## config.mk

```make
export PLATFORM = sky130hd
export DESIGN_NAME = fpmul_arbiter
export DESIGN_NICKNAME = d
export VERILOG_FILES = /design/src/rtl/fpmul_arbiter.sv
export SDC_FILE = /design/constraint.sdc
export NUM_CORES = 1
export LEC_CHECK = 0
export CORE_UTILIZATION = 31
export CTS_CLUSTER_DIAMETER = 100
export DETAILED_ROUTE_END_ITERATION = 12
export GPL_TIMING_DRIVEN = 0
export HOLD_SLACK_MARGIN = 0.02
export PLACE_DENSITY = 0.89
export SLEW_MARGIN = 20
export SYNTH_ARGS = -nofsm -noshare
export SYNTH_HDL_FRONTEND = slang
export SYNTH_SLANG_ARGS = --single-unit
```

## constraint.sdc

```tcl
create_clock -name clk -period 1.4 [get_ports clk]
set_input_delay 0.28 -clock clk [delete_from_list [all_inputs] [get_ports clk]]
set_output_delay 0.28 -clock clk [all_outputs]
set_load 0.01 [all_outputs]
```

## src/rtl/fpmul_arbiter.sv

```systemverilog
// Two-requester round-robin front end for one shared pipelined floating-point multiplier.
// A {valid, id} tag pipeline tracks each issued operation so its result goes back to its owner.
module fpmul_arbiter #(
    parameter int unsigned LAT = 3
) (
    input  logic        clk,
    input  logic        reset,
    input  logic        req0_valid,
    input  logic [31:0] req0_x,
    input  logic [31:0] req0_y,
    output logic        req0_ready,
    input  logic        req1_valid,
    input  logic [31:0] req1_x,
    input  logic [31:0] req1_y,
    output logic        req1_ready,
    output logic [31:0] mul_x,
    output logic [31:0] mul_y,
    input  logic [31:0] mul_s,
    output logic [31:0] res_data,
    output logic        res0_valid,
    output logic        res1_valid,
    output logic        busy
);

    logic        last_gnt_q, last_gnt_d;
    logic [31:0] mul_x_q, mul_x_d;
    logic [31:0] mul_y_q, mul_y_d;
    logic [LAT:0] tag_v_q, tag_v_d;
    logic [LAT:0] tag_id_q, tag_id_d;
    logic        gnt0, gnt1;

    // Ties go to whoever was not granted last; a lone requester always wins.
    always_comb begin
        gnt0 = 1'b0;
        gnt1 = 1'b0;
        if (!reset) begin
            if (req0_valid && req1_valid) begin
                if (last_gnt_q) gnt0 = 1'b1;
                else            gnt1 = 1'b1;
            end else if (req0_valid) begin
                gnt0 = 1'b1;
            end else if (req1_valid) begin
                gnt1 = 1'b1;
            end
        end
    end

    always_comb begin
        last_gnt_d = last_gnt_q;
        mul_x_d    = mul_x_q;
        mul_y_d    = mul_y_q;
        if (gnt0) begin
            last_gnt_d = 1'b0;
            mul_x_d    = req0_x;
            mul_y_d    = req0_y;
        end else if (gnt1) begin
            last_gnt_d = 1'b1;
            mul_x_d    = req1_x;
            mul_y_d    = req1_y;
        end
        tag_v_d     = tag_v_q;
        tag_id_d    = tag_id_q;
        tag_v_d[0]  = gnt0 | gnt1;
        tag_id_d[0] = gnt1;
        for (int unsigned i = 1; i <= LAT; i++) begin
            tag_v_d[i]  = tag_v_q[i-1];
            tag_id_d[i] = tag_id_q[i-1];
        end
    end

    always_ff @(posedge clk) begin
        if (reset) begin
            last_gnt_q <= 1'b1;
            mul_x_q    <= '0;
            mul_y_q    <= '0;
            tag_v_q    <= '0;
            tag_id_q   <= '0;
        end else begin
            last_gnt_q <= last_gnt_d;
            mul_x_q    <= mul_x_d;
            mul_y_q    <= mul_y_d;
            tag_v_q    <= tag_v_d;
            tag_id_q   <= tag_id_d;
        end
    end

    assign req0_ready = gnt0;
    assign req1_ready = gnt1;
    assign mul_x      = mul_x_q;
    assign mul_y      = mul_y_q;
    assign res_data   = mul_s;
    assign res0_valid = tag_v_q[LAT] & ~tag_id_q[LAT];
    assign res1_valid = tag_v_q[LAT] & tag_id_q[LAT];
    assign busy       = |tag_v_q;

endmodule

```

==> results by group <==
Logic synthesis
  • Most numerous cell in the Yosys netlist: dfxtp_1
  • Largest family of logic cells by synthesized area: compound AO/OA/AOI/OAI gates
  • Sequential area share after synthesis: 41.8%
  • Xor/xnor share of the synthesized area: 0%
  • Syn nets: 522
  • Area share of the largest cell type after synthesis: 41.8%
  • Async SR Flop Fraction: 0%
  • Synth cell types: 18
  • Post-synth top cells: dfxtp_1 (73), a2111oi_0 (64), a221o_1 (64), inv_1 (64), buf_4 (33)
  • Syn Inst Count: 358
  • Adder-Cell Fraction of Synth Area: 0%
  • Simple-Gate Fraction of Synth Area: 3.15%
  • Synth Area in Compound Gates: 34.8%
  • #FFs+latches synth: 73
  • Netlist Area Pre-Place: 0.00349 mm²
  • EDFF count, synth: 0
  • Synthesis warning total: 0
  • Mux contribution to synthesized area: 0%
  • Mapped Avg Cell Area: 9.76 µm²
  • Synth area leaders: dfxtp_1 (42%), a221o_1 (18%), a2111oi_0 (16%)
  • Top FF cell, synth: dfxtp_1
  • Dominant cell type by area after synthesis: dfxtp_1

Worst setup path
  • Highest-delay cell along the critical path: dfxtp_4
  • R2R Setup Slk: -0.22 ns
  • Worst-path cell chain: nand2b_4 > and3b_2 > buf_6 > buf_6
  • Setup crit end kind: primary output
  • Family with the most delay on the worst path: simple AND/OR/NAND/NOR gates
  • Most frequent CP cell: buf_6
  • Crit start category: flip-flop
  • Critical Path Max Stage Delay: 0.36 ns
  • CP required: 1.12 ns
  • Critical path peak fanout: 3
  • Worst Path Class, Setup: reg2out
  • WP data arrival: 1.35 ns
  • Worst path buffer plus inverter count: 2

Place
  • IO Port Bufs: 231
  • GP Congestion: 0.813
  • Pre-CTS setup slack: -1.20 ns
  • Dpl cells: 729
  • HPWL after detailed placement: 9830 µm

Timing
  • Worst Tran Pin Value: 0.515 ns
  • Max Fclk: 615 MHz
  • Worst Clk Skew: 0.00765 ns
  • Count of pins over their slew limit: 0
  • Final Cycle Share: 116%
  • Slew HR: 65.7%
  • RSZ-0062 raised after global routing: yes
  • Fin. Hold Viols: 0
  • Final setup violation count: 66
  • Final worst slack: -0.225 ns
  • Fin crit period: 1.63 ns

CTS
  • CTS tree: built
  • CTS sink cnt: 73
  • Clock-pin slew on the worst setup and hold paths: 0.08 ns
  • CTS root buffer: clkbuf_8
  • H-tree depth: 3
  • CTS Buffer Depth: 2
  • Hold_buf cts: 0
  • CTS buffer count: 9
  • Clock Latency Late Sink: 0.34 ns

Pwr
  • PD cells: 917 mW/mm²
  • Sequential power share: 38.6%
  • Power Total: 6.05 mW
  • Psw: 1.52 mW
  • Clock power share: 36.2%
  • Gate power share: 25.2%
  • Internal cell power: 4.53 mW
  • Peak VDD IR: 0.000595 V
  • Switching Fraction: 25.1%
  • Pleak: 2.95 nW

Route
  • DR pass1 iterations: 5
  • Antenna Nets Post-Route: 0
  • Drt initial violations: 292
  • WL/cell: 17.9 µm
  • DR vias/cell: 5.31
  • DR vias: 4069
  • Total Routed Length: 13700 µm
  • Residual DRC: 0

Global routing
  • Initial antenna violation count: 0
  • GRT Util Overall: 22.7%
  • First-pass GRT wire length: 20600 µm
  • Vias in the first global route: 4087
  • Total global routing overflow: 0
  • Pin count of the biggest net entering global routing: 13

Floorplan
  • Starting Density: 32.1%
  • Rows: 38
  • I/O pins: 265
  • Die area: 0.0117 mm²
  • Die extent in y: 108 µm
  • Die width: 108 µm
  • Core ar.: 0.0109 mm²

Hold path
  • Worst min-delay path class: in2reg

Finish
  • Layout area overhead: 88.8%
  • Fillers: 908
  • Util after Layout: 60.6%
  • N_diodes: 0
  • Non-filler cells, final: 767
  • Final-stage net count: 786
  • Layout cell share with drive strength beyond 1: 17.2%

Flow run
  • MaxCap Viol Count: 0

Status
  • Outcome: finished, violations left
  • Violated checks: setup timing
## worst min-delay path: stages
cell and delay (ns):
buf_2 0.15, nand2b_4 0.08, nand3b_1 0.06
## cells by family after synthesis
kind of cell,Yosys count
flops,73
compound gates,130
buf+inv,139
simple gates,16
## registers in the layout, summed over array words and instances, names as in the netlist
name        flops
last_gnt_q      1
mul_x          32
tag_v_q         4
tag_id_q        4
mul_y          32
## stage by stage
step / setup TNS (ns) / cell area [µm²] / hold slack, ns
after floorplan: 0 / 3490 / 0.396
after global placement: -63.37 / 5980 / 0.416
after detailed placement: -61.73 / 5980 / 0.432
after CTS: -7.88 / 6550 / 0.352
after global routing: -10.21 / 6600 / 0.257
final: -7.77 / 6600 / 0.265
## power by group through the flow
stage                     Clock (mW)  Combinational (mW)  Sequential, mW
after floorplan                    0               0.473            2.44
after CTS                       2.21                1.50            2.33
final                           2.19                1.52            2.33
after global routing            2.32                1.62            2.35
after global placement             0                1.42            2.38
after detailed placement           0                1.45            2.38
## cell type report
cell class,instances,area (µm²),area share (%)
timing repair buffer,254,2560,38.8
sequential,73,1470,22.2
multi-input combinational,146,1380,20.9
buffer,73,514,7.80
inverter,65,244,3.70
tap,140,175,2.66
clock buffer,11,131,1.99
clock inverter,5,128,1.93
## path summary, 6_finish.rpt
check / cells past startpoint / end / from
max: 4 / req0_ready / last_gnt_q$_SDFFE_PP1P_
min: 3 / last_gnt_q$_SDFFE_PP1P_ / req1_valid
max reg2reg: 6 / mul_x[5]$_SDFFE_PP0P_ / last_gnt_q$_SDFFE_PP1P_
min reg2reg: 1 / tag_id_q[3]$_SDFF_PP0_ / tag_id_q[2]$_SDFF_PP0_
## cells in the final DEF, fill, tap and decap left out, types with 2 or more instances in the layout
master           count
buf_6               12
buf_8                7
buf_16               5
dlygate4sd2_1       64
nor2_1               2
clkdlybuf4s50_1    160
buf_4               41
clkbuf_1            21
a2111oi_2            4
buf_2                7
a2111oi_0           51
clkbuf_2             5
dfxtp_2              2
dfxtp_1             70
nor2b_1              7
buf_12               3
clkdlybuf4s15_1      2
a2111oi_1            9
clkbuf_8             9
inv_1               64
bufinv_16            4
a221o_1             64
## timing repair
action | CTS | global route
endpoints found under the hold margin | 0 | 0
cloned | 7 | 0
gates resized for setup | 129 | 35
pin swaps | 33 | 9
setup endpoints to repair | 136 | 69
setup buffers | 13 | 6
## routing by layer
metal	wire, µm	GRT usage, %
met1	5670	26.8
met2	6650	39.7
met3	1120	4.88
met4	291	9.00
met5	0	0
No activity file was read; power rests on OpenSTA's default activity.
